===== src/rtl/button_events.sv =====
// Turns a debounced button level into press/release pulses, a long-hold level and auto-repeat pulses.
// Auto-repeat is built only when BUTTON_EVENTS_REPEAT_EN is defined; otherwise repeat_pulse stays 0.
module button_events #(
    parameter int HOLD_CYCLES   = 500,
    parameter int REPEAT_CYCLES = 100,
    localparam int CNT_BITS     = $clog2((HOLD_CYCLES > REPEAT_CYCLES) ? HOLD_CYCLES : REPEAT_CYCLES)
) (
    input  logic clock,
    input  logic reset,
    input  logic in,
    output logic press,
    output logic release_pulse,
    output logic hold,
    output logic repeat_pulse
);

    typedef enum logic [1:0] {
        IDLE    = 2'd0,
        PRESSED = 2'd1,
        HELD    = 2'd2
    } state_t;

    localparam logic [CNT_BITS-1:0] HOLD_LAST = CNT_BITS'(HOLD_CYCLES - 1);
`ifdef BUTTON_EVENTS_REPEAT_EN
    localparam logic [CNT_BITS-1:0] REPEAT_LAST = CNT_BITS'(REPEAT_CYCLES - 1);
`endif

    state_t state, state_next;
    logic [CNT_BITS-1:0] count, count_next;
    logic press_next, release_next, hold_next, repeat_next;

    always_ff @(posedge clock or posedge reset) begin
        if (reset) begin
            state         <= IDLE;
            count         <= '0;
            press         <= 1'b0;
            release_pulse <= 1'b0;
            hold          <= 1'b0;
            repeat_pulse  <= 1'b0;
        end else begin
            state         <= state_next;
            count         <= count_next;
            press         <= press_next;
            release_pulse <= release_next;
            hold          <= hold_next;
            repeat_pulse  <= repeat_next;
        end
    end

    // A low input always wins over a counter terminal, so release never coincides with hold/repeat.
    always_comb begin
        state_next   = state;
        count_next   = count;
        press_next   = 1'b0;
        release_next = 1'b0;
        hold_next    = hold;
        repeat_next  = 1'b0;
        case (state)
            IDLE: begin
                hold_next = 1'b0;
                if (in) begin
                    state_next = PRESSED;
                    count_next = '0;
                    press_next = 1'b1;
                end
            end
            PRESSED: begin
                if (!in) begin
                    state_next   = IDLE;
                    release_next = 1'b1;
                    hold_next    = 1'b0;
                end else if (count == HOLD_LAST) begin
                    state_next = HELD;
                    hold_next  = 1'b1;
                    count_next = '0;
`ifdef BUTTON_EVENTS_REPEAT_EN
                    repeat_next = 1'b1;
`endif
                end else begin
                    count_next = count + 1'b1;
                end
            end
            HELD: begin
                if (!in) begin
                    state_next   = IDLE;
                    release_next = 1'b1;
                    hold_next    = 1'b0;
                end else begin
`ifdef BUTTON_EVENTS_REPEAT_EN
                    if (count == REPEAT_LAST) begin
                        repeat_next = 1'b1;
                        count_next  = '0;
                    end else begin
                        count_next = count + 1'b1;
                    end
`endif
                end
            end
            default: begin
                state_next = IDLE;
                count_next = '0;
                hold_next  = 1'b0;
            end
        endcase
    end

endmodule


===== config.mk =====
export PLATFORM = sky130hd
export DESIGN_NAME = button_events
export DESIGN_NICKNAME = d
export VERILOG_FILES = /design/src/rtl/button_events.sv
export SDC_FILE = /design/constraint.sdc
export NUM_CORES = 1
export LEC_CHECK = 0
export BUFFER_PORTS_ARGS = -buffer_cell sky130_fd_sc_hd__clkbuf_2
export CELL_PAD_IN_SITES_DETAIL_PLACEMENT = 1
export CELL_PAD_IN_SITES_GLOBAL_PLACEMENT = 1
export CORE_UTILIZATION = 47
export CTS_CLUSTER_DIAMETER = 200
export DETAILED_ROUTE_END_ITERATION = 7
export GPL_TIMING_DRIVEN = 0
export PLACE_DENSITY = 0.79
export SLEW_MARGIN = 10
export SYNTH_ARGS = -nofsm -noshare
export SYNTH_HDL_FRONTEND = slang
export SYNTH_SLANG_ARGS = --single-unit

===== constraint.sdc =====
create_clock -name clock -period 2.9 [get_ports clock]
set_input_delay 0.29 -clock clock [delete_from_list [all_inputs] [get_ports clock]]
set_output_delay 0.29 -clock clock [all_outputs]
set_load 0.005 [all_outputs]

* Word level (Yosys, flattened, before mapping) *
Cells that the tools add are included.

cells by class
  $add $sub $neg = 1
  eq/ne operators = 7
  mux-type cells = 17
  bitwise gates (word level) = 1
  reduce and logical (&&, ||, !) cells = 5

operators with widths
  operator               number
  $mux W9                3
  $pmux W9 S3            1
  $add A9 B1 Y9 const B  1
  $eq A9 B9 Y1 const B   1
  $mux W2                4
  $mux W1                7
  $ne A2 B2 Y1 const B   3
  $pmux W2 S3            1
  $reduce_and A3 Y1      2
  $ne A3 B3 Y1 const B   1
  $eq A2 B1 Y1 const B   1
  $eq A2 B2 Y1 const B   1
  $logic_not A2 Y1       1
  $pmux W1 S2            1
  $reduce_and A2 Y1      1
  $reduce_or A2 Y1       1
  $not A1 Y1             1

storage, ports and cells
  register bits = 14
  input bits = 3
  logic and storage cells = 36

* Logic depth before layout (Yosys ltp) *
Gate-level depths: netlist of the first run.

  depth in word-level cells = 4
  mapped depth = 5

* Least setup slack after synthesis of the first run *
No wires, ideal clock.

  kind = reg2reg
  start point = register count[0]
  end point = register state[0]
  library setup time = 0.069 ns
  arrival time = 1.333 ns
  slack = 1.499 ns
  stages on the path, launching flop included = 6
  buffers on the path = 0
  path through = dfrtp_1 ha_1 nand4bb_1 o21a_1 or3b_1 nand3_1

on the way
  word-level cells in the longest chain between the ends = 3

ends and longest elaborated chain
  what                                line  text
  start: declaration                  29    logic [CNT_BITS-1:0] count, count_next;
  start signal: assignment            42    count <= count_next;
  $eq A9 B9 Y1                        72    end else if (count == HOLD_LAST) begin
  $ne A3 B3 Y1 (no source line)       n/a
  $reduce_and A3 Y1 (no source line)  n/a
  end signal: assignment              41    state <= state_next;
  end: declaration                    28    state_t state, state_next;

Every way passes these cells.
A chain may end at the register's enable or synchronous reset.

* Worst setup path in the final report of the first run *
  start point = register count[0]
  end point = register count[8]

on the way
  word-level cells in the longest chain between the ends = 4

ends and longest elaborated chain
  what                                                  line    text
  $add A9 B1 Y9 / $eq A9 B9 Y1 (equally long branches)  80, 72
  $mux W9 (*)                                           72
  $mux W9 (*)                                           68      if (!in) begin
  $pmux W9 S3 (*)                                       58      case (state)

Every way passes the cells marked *; elsewhere a longest branch is shown, timed or not. The select of a mux whose other input is x is not followed.

==> flow_metrics.py, run 1 <==
metrics = {
    "drt": {
        "wl_per_cell_um": 16.5,
        "antenna_left": 0,
        "drtPass1Iterations": 4,
        "drc_errors": 0,
        "wl_mm": 1.65,
        "viasPerCell": 5.68,
        "vias": 568,
        "first_iter_violations": 7,
    },
    "pwr": {
        "power_density_mw_per_mm2": 654,
        "power_uw": 552,
        "leakagePower_uw": 0.000369,
        "p_int_uw": 364,
        "combPwrFrac": 0.253,
        "p_clk_frac": 0.263,
        "p_sw_uw": 187,
        "sw_frac_of_total": 0.339,
        "seqPwrFrac": 0.484,
        "peakVddDrop_mv": 0.336,
    },
    "yosys": {
        "ys_seq_area_frac": 0.460,
        "yosys.area.top_type": "dfrtp_1",
        "yosysMostFrequentCell": "dfrtp_1",
        "synth.distinct_cells": 31,
        "synth_common_cells": "14 x dfrtp_1, 8 x nor2_1, 7 x nand2_1",
        "synth_top_area_share": 0.460,
        "syn_area_um2": 762,
        "synth-edff-count": 0,
        "ys_top_cells_by_area": "dfrtp_1 46%, ha_1 6.6%, xnor2_1 5.7%, nor2_1 3.9%, nand2_1 3.4%",
        "synth_cells": 75,
        "synth_seq_cells": 14,
        "synth_flop_cell": "dfrtp_1",
        "yosysWarnings": 0,
        "synth_nets": 82,
        "synth.avg_cell_area_um2": 10.2,
        "synth-async-reset-ratio": 1.00,
    },
    "critical_path": {
        "worstPathRequired_ns": 3.06,
        "crit_buf_inv": 0,
        "crit_fanout": 5,
        "crit_type": "reg -> reg",
        "max_stage_delay_ns": 0.43,
        "crit_family": "simple AND/OR/NAND/NOR gates",
        "cp-start-kind": "register",
        "crit_slowest_cell": "dfrtp_1",
        "path_cells": "ha_1, nand4bb_1, o21a_1, nor2_1, nor2_1",
        "arrival_ns": 1.80,
        "cp-end-kind": "register",
        "cp_common_cell": "nor2_1",
    },
    "clock_network": {
        "cts_tree": "done",
        "clk_latency_ns": 0.28,
        "cts-root-buf": "clkbuf_4",
        "post_cts_buffers": 0,
        "cts_sinks": 14,
        "clockBufferDepth": 2,
        "htreeDepth": 1,
        "cts_resized": 0,
        "cts_hold_buf": 0,
        "cts_made_buffers": 3,
        "cts.clk_slew.worst_paths_ns": 0.09,
    },
    "grt": {
        "grt_overflow_total": 0,
        "grt_max_degree": 15,
        "grt_pass1_vias": 588,
        "grt_first_pass_wirelength_mm": 2.64,
        "grt.total_usage": 0.203,
        "antenna_found_initial": 0,
    },
    "floorplanning": {
        "chipWidth_um": 42.3,
        "io_pins": 7,
        "die_h_um": 42.3,
        "fp.dieArea_mm2": 0.00179,
        "rows": 14,
        "core_mm2": 0.00151,
        "start_util": 0.506,
    },
    "placed_design": {
        "io_buffers": 5,
        "gp_congestion": 0.672,
        "dpl.hpwl_mm": 1.22,
    },
    "finish": {
        "final_nets": 92,
        "area_growth_pct": 10.7,
        "final_layout_size_suffix_gt1_frac": 0.179,
        "antenna_cells": 0,
        "fillers": 177,
        "final_core_util": 0.560,
    },
    "worst_hold_path": {
        "hp-class": "in -> async",
    },
    "flow_run": {
        "cap_violations": 0,
    },
    "timing": {
        "rsz0062_at_grt": "false",
        "fin_worst_skew_ns": 0.00712,
        "fin_crit_sh": 0.566,
        "relSlewSlack": 0.632,
        "worst_pin_slew_ns": 0.551,
        "finalSetupTns_ns": 0,
        "maxSlewViolCount": 0,
        "setup_viol": 0,
        "fin_crit_ns": 1.64,
        "fmax_ghz": 0.609,
        "hold_viol_final": 0,
    },
    "run_status": {
        "status": "finished clean",
    },
}
path summary, 6_finish.rpt:
check                      startpoint  depth (start not counted)       endpoint  slack, ns
max                          count[0]                          5       count[8]       1.26
min                             reset                          2          press       0.01
max reg2reg                  count[0]                          5       count[8]       1.26
min reg2reg                  count[7]                          2       count[7]       0.55
max in group asynchronous       reset                          2       count[1]       2.52
min in group clock                 in                          2  release_pulse       0.25
through the flow:
step | hold WS [ns] | std cells | instance area [um^2] | setup slack (ns)
6_report | 0.0145 | 100 | 843 | 1.26
5_1_grt | 0.0500 | 100 | 843 | 1.15
4_1_cts | 0.0409 | 100 | 843 | 1.26
3_5_place_dp | 0.355 | 96 | 807 | 1.31
3_3_place_gp | 0.338 | 96 | 807 | 1.36
2_1_floorplan | 0.179 | 75 | 762 | 1.50
per-layer routing:
metal	global-route usage	share of wire
met1	0.250	0.45
met2	0.342	0.51
met3	0.0388	0.016
met4	0.0938	0.018
met5	0	0
cells in the final DEF, fill, tap and decap left out, types with 2 or more instances in the layout:
master / instances
clkbuf_4: 3
o211ai_1: 2
ha_1: 4
a21oi_1: 2
o21ai_1: 2
dfrtp_1: 14
nor3_2: 2
clkbuf_2: 5
nand2_1: 7
nand4_1: 2
nor3_1: 2
inv_1: 4
xnor2_1: 5
nand3_1: 3
nor2_1: 8
power by group through the flow:
stage	Clock (uW)	Sequential, uW	Combinational (uW)
2_1_floorplan	0	261	101
3_3_place_gp	0	266	133
3_5_place_dp	0	272	142
4_1_cts	147	267	142
5_1_grt	157	270	158
6_report	145	267	140
state kept, by name, indices dropped and copies added (netlist names):
name,cells
count,9
hold,1
press,1
release_pulse,1
state,2
layout make-up:
cell class / instances / area (um^2) / area share
Multi-Input combinational cell: 55 / 378 / 0.448
Sequential cell: 14 / 350 / 0.415
Clock buffer: 4 / 36.3 / 0.0430
Timing Repair Buffer: 5 / 25.0 / 0.0297
Tap cell: 16 / 20.0 / 0.0237
Buffer: 2 / 18.8 / 0.0223
Inverter: 4 / 15.0 / 0.0178
logic make-up after synthesis:
kind of cell,share of synthesized area
flip-flops,0.460
AO/OA/AOI/OAI,0.0969
other,0.00492
adder cells (fa/ha/maj),0.0657
multiplexers,0.0131
buffers and inverters,0.0443
XOR/XNOR,0.0575
AND/OR/NAND/NOR,0.258
Power figures use the tool's default switching activity.
==> inputs of run 2 (changes only) <==
Settings changed: CORE_UTILIZATION 47 to 43, PLACE_DENSITY 0.79 to 0.73.
Clock period 2.9 ns to 1.55 ns, I/O delays scaled along.
==> flow_metrics.py, run 2 (synthesized netlist as in run 1, its figures left out) <==
metrics = {
    "finish": {
        "top_regs": "count x9, state x2",
        "final_layout_size_suffix_gt1_frac": 0.253,
        "top_register": "count",
        "final_core_util": 0.561,
        "layout_common_cells": "14 x dfrtp_1, 7 x nor2_1, 7 x nand2_1, 5 x xnor2_1, 5 x clkbuf_2",
        "final_nets": 96,
        "antenna_cells": 0,
        "area_growth_pct": 16.1,
        "layout_commonest_cell": "dfrtp_1",
        "fillers": 184,
        "largest_reg_flops": 9,
    },
    "pwr": {
        "power_uw": 1030,
        "peakVddDrop_mv": 0.528,
        "leakagePower_uw": 0.000382,
        "power_density_mw_per_mm2": 1170,
    },
    "drt": {
        "first_iter_violations": 10,
        "antenna_left": 0,
        "drc_errors": 0,
        "viasPerCell": 5.55,
        "vias": 572,
        "drtPass1Iterations": 6,
        "wl_per_cell_um": 14.6,
        "wl_mm": 1.50,
    },
    "grt": {
        "antenna_found_initial": 0,
        "grt_overflow_total": 0,
        "grt.busiest_layer": "met1",
        "grt_max_degree": 15,
        "grt_util_met3": 0.0490,
        "grt_pass1_vias": 586,
        "grt_first_pass_wirelength_mm": 2.73,
        "grt_use_met2": 0.268,
        "grt_use_met1": 0.290,
        "grt.total_usage": 0.196,
    },
    "timing": {
        "fin_crit_ns": 1.51,
        "fin_crit_sh": 0.977,
        "maxSlewViolCount": 0,
        "relSlewSlack": 0.662,
        "fin_worst_skew_ns": 0.00448,
        "rsz0062_at_grt": "true",
        "worst_pin_slew_ns": 0.506,
        "setup_viol": 0,
        "setup_ws_ns": 0.0354,
        "fin_hold_ws_ns": 0.166,
        "finalSetupTns_ns": 0,
        "hold_viol_final": 0,
        "fmax_ghz": 0.660,
    },
    "clock_network": {
        "cts_sinks": 14,
        "cts.clk_slew.worst_paths_ns": 0.08,
        "cts_made_buffers": 3,
        "clockBufferDepth": 2,
        "cts_tree": "done",
        "htreeDepth": 1,
        "cts-root-buf": "clkbuf_4",
        "clk_latency_ns": 0.27,
    },
    "critical_path": {
        "path_cells": "ha_4, nand4bb_1, o21a_2, or3b_1, nand3_1",
        "reg2reg_depth": 5,
        "crit_type": "reg -> reg",
        "cp-start-kind": "register",
        "r2r_slack_ns": 0.04,
        "crit_slowest_cell": "dfrtp_1",
        "max_stage_delay_ns": 0.43,
        "arrival_ns": 1.73,
        "cp-end-kind": "register",
        "crit_fanout": 4,
        "worstPathRequired_ns": 1.76,
        "r2r-end": "state[0]",
        "r2r_start": "count[1]",
    },
    "floorplanning": {
        "fp.dieArea_mm2": 0.00194,
        "start_util": 0.483,
        "rows": 14,
        "die_h_um": 44.1,
        "io_pins": 7,
        "core_mm2": 0.00158,
        "chipWidth_um": 44.1,
    },
    "placed_design": {
        "io_buffers": 5,
        "gp_congestion": 0.746,
        "dpl.hpwl_mm": 1.08,
        "place_ws_ns": -0.0201,
    },
    "worst_hold_path": {
        "whs_endpoint": "release_pulse",
        "hold_depth": 2,
        "worstHoldStart": "in",
        "hp-class": "in -> reg",
    },
    "run_status": {
        "status": "finished clean",
    },
    "flow_run": {
        "cap_violations": 0,
    },
}
-- run 2: per-layer routing --
metal / part of all wire / wire [um]
met5: 0 / 0
met4: 0 / 0
met3: 0.037 / 56
met2: 0.47 / 702
met1: 0.49 / 743
-- run 2: area by class of cell --
| class | instances | area, um^2 | area share |
|---|---|---|---|
| multi-input combinational | 55 | 400 | 0.453 |
| sequential | 14 | 350 | 0.396 |
| timing repair buffer | 9 | 57.6 | 0.0651 |
| clock buffer | 3 | 22.5 | 0.0255 |
| tap | 16 | 20.0 | 0.0226 |
| buffer | 2 | 18.8 | 0.0212 |
| inverter | 4 | 15.0 | 0.0170 |
-- run 2: what timing repair did --
item,4_1_cts,5_1_grt
resized for setup,1,5
hold endpoints to repair,14,0
setup endpoints to repair,6,10
hold buffers,1,0
pin swaps,0,4
setup buffers,1,2
gates cloned,0,0
-- run 2: report_power, final --
group	switching, uW	internal, uW	total (uW)
clock network	106	89.8	196
logic	171	160	331
registers	77.4	426	504
-- run 2: worst max path at each step --
stage / slack, ns / from / cells after the start / endpoint
after floorplan: 0.15 / count[0] / 5 / state[0]
after detailed placement: -0.02 / count[0] / 5 / count[4]
final: 0.04 / count[1] / 5 / state[0]
after global placement: -0.009 / count[0] / 5 / count[6]
after CTS: 0.009 / count[1] / 5 / state[0]
after global routing: -0.03 / count[1] / 5 / state[0]
-- run 2: critical path, delay by kind of cell (launching register included) --
family	cells	cell delay [ns]
AOI/OAI and AO/OA	1	0.28
adders and majority gates	1	0.17
DFF	1	0.43
and+or+nand+nor	3	0.59
-- run 2: metrics by stage --
step | std cells | instance area [um^2]
detailed placement | 96 | 807
floorplan | 75 | 762
global route | 103 | 885
global placement | 96 | 807
finish | 103 | 885
CTS | 101 | 850
==> inputs of run 3 (changes only) <==
Settings changed: SETUP_SLACK_MARGIN set to 0.2.
==> flow_metrics.py, run 3 (synthesized netlist as in run 1, its figures left out) <==
metrics = {
    "timing": {
        "fin_worst_skew_ns": 0.00125,
        "maxSlewViolCount": 0,
        "worst_pin_slew_ns": 0.511,
        "fin_hold_ws_ns": 0.159,
        "setup_viol": 0,
        "hold_viol_final": 0,
        "relSlewSlack": 0.659,
        "finalSetupTns_ns": 0,
        "setup_ws_ns": 0.0849,
        "fin_crit_sh": 0.945,
        "rsz0062_at_grt": "true",
        "fin_crit_ns": 1.47,
        "fmax_ghz": 0.683,
    },
    "finish": {
        "top_regs": "count x9, state x2",
        "final_nets": 100,
        "final_layout_size_suffix_gt1_frac": 0.374,
        "top_register": "count",
        "layout_common_cells": "11 x dfrtp_1, 7 x nor2_1, 7 x nand2_1, 7 x buf_4",
        "largest_reg_flops": 9,
        "area_growth_pct": 25.3,
        "layout_commonest_cell": "dfrtp_1",
        "antenna_cells": 0,
    },
    "floorplanning": {
        "rows": 14,
        "start_util": 0.483,
        "die_h_um": 44.1,
        "fp.dieArea_mm2": 0.00194,
        "chipWidth_um": 44.1,
        "core_mm2": 0.00158,
        "io_pins": 7,
    },
    "critical_path": {
        "cp-startpoint": "count[1]",
        "cp-end-kind": "register",
        "max_stage_delay_ns": 0.41,
        "crit_type": "reg -> reg",
        "worstPathRequired_ns": 1.76,
        "path_cells": "ha_4, nand4bb_1, o21a_4, or3b_1, nand3_1",
        "crit_family": "simple AND/OR/NAND/NOR gates",
        "crit_fanout": 4,
        "arrival_ns": 1.67,
        "crit_buf_inv": 0,
        "cp-start-kind": "register",
        "crit_slowest_cell": "dfrtp_1",
        "r2r_start": "count[1]",
    },
    "run_status": {
        "status": "finished clean",
    },
    "clock_network": {
        "cts_tree": "done",
        "cts.clk_slew.worst_paths_ns": 0.07,
        "cts-root-buf": "clkbuf_4",
        "cts_sinks": 14,
        "htreeDepth": 1,
        "cts_made_buffers": 3,
        "clockBufferDepth": 2,
        "clk_latency_ns": 0.27,
    },
    "pwr": {
        "peakVddDrop_mv": 0.511,
        "power_density_mw_per_mm2": 1160,
        "leakagePower_uw": 0.000399,
    },
    "worst_hold_path": {
        "worstHoldStart": "in",
        "hp-class": "in -> reg",
    },
    "drt": {
        "viasPerCell": 5.50,
        "wl_per_cell_um": 16.1,
        "wl_mm": 1.72,
        "first_iter_violations": 11,
        "drc_errors": 0,
        "drtPass1Iterations": 6,
        "antenna_left": 0,
        "vias": 589,
    },
    "placed_design": {
        "gp_congestion": 0.738,
        "place_ws_ns": -0.0236,
        "io_buffers": 5,
        "dpl.hpwl_mm": 1.15,
    },
    "grt": {
        "grt_overflow_total": 0,
        "antenna_found_initial": 0,
        "grt_max_degree": 15,
        "grt_first_pass_wirelength_mm": 2.86,
        "grt_pass1_vias": 622,
        "grt.total_usage": 0.205,
    },
    "flow_run": {
        "cap_violations": 0,
    },
}
[run 3: repair_timing]
action,4_1_cts,5_1_grt
buffers inserted,6,1
hold buffers,1,0
hold endpoints to repair,14,0
pin swaps,3,5
setup endpoints to repair,11,10
resized for setup,9,6
[run 3: power by group]
group	switching, uW	internal (uW)	total [uW]
registers	63.7	431	495
logic	211	210	421
clock network	100	90.0	190
total	375	731	1110
[run 3: area by class of cell]
class                      count  area, um^2
multi-input combinational     55         433
tap                           16        20.0
clock buffer                   3        22.5
fill                         169         622
timing repair buffer          13        91.3
sequential                    14         354
inverter                       4        15.0
buffer                         2        18.8
[run 3: metal layers]
metal	routed length, um	up-vias	global-route usage
met5	0	-	0
met4	0	0	0.0364
met3	55	0	0.0735
met2	881	9	0.332
met1	785	290	0.268
li1	-	290	-
[run 3: final timing paths]
kind / slack (ns) / cells after the start / endpoint
worst max-delay path: 0.08 / 5 / state[0]
worst min-delay path: 0.16 / 2 / release_pulse
worst max register to register: 0.08 / 5 / state[0]
worst min register to register: 0.55 / 2 / count[7]
max in group asynchronous: 0.74 / 3 / state[1]
min in group asynchronous: 0.43 / 3 / press
[run 3: metrics by stage]
| stage | util | area (um^2) | power [uW] | cells |
|---|---|---|---|---|
| after floorplan | - | 764 | 678 | 75 |
| after global placement | 0.513 | 810 | 759 | 96 |
| after detailed placement | 0.513 | 810 | 778 | 96 |
| after CTS | 0.583 | 920 | 1070 | 106 |
| after global routing | 0.606 | 955 | 1190 | 107 |
| final | 0.606 | 955 | 1110 | 107 |
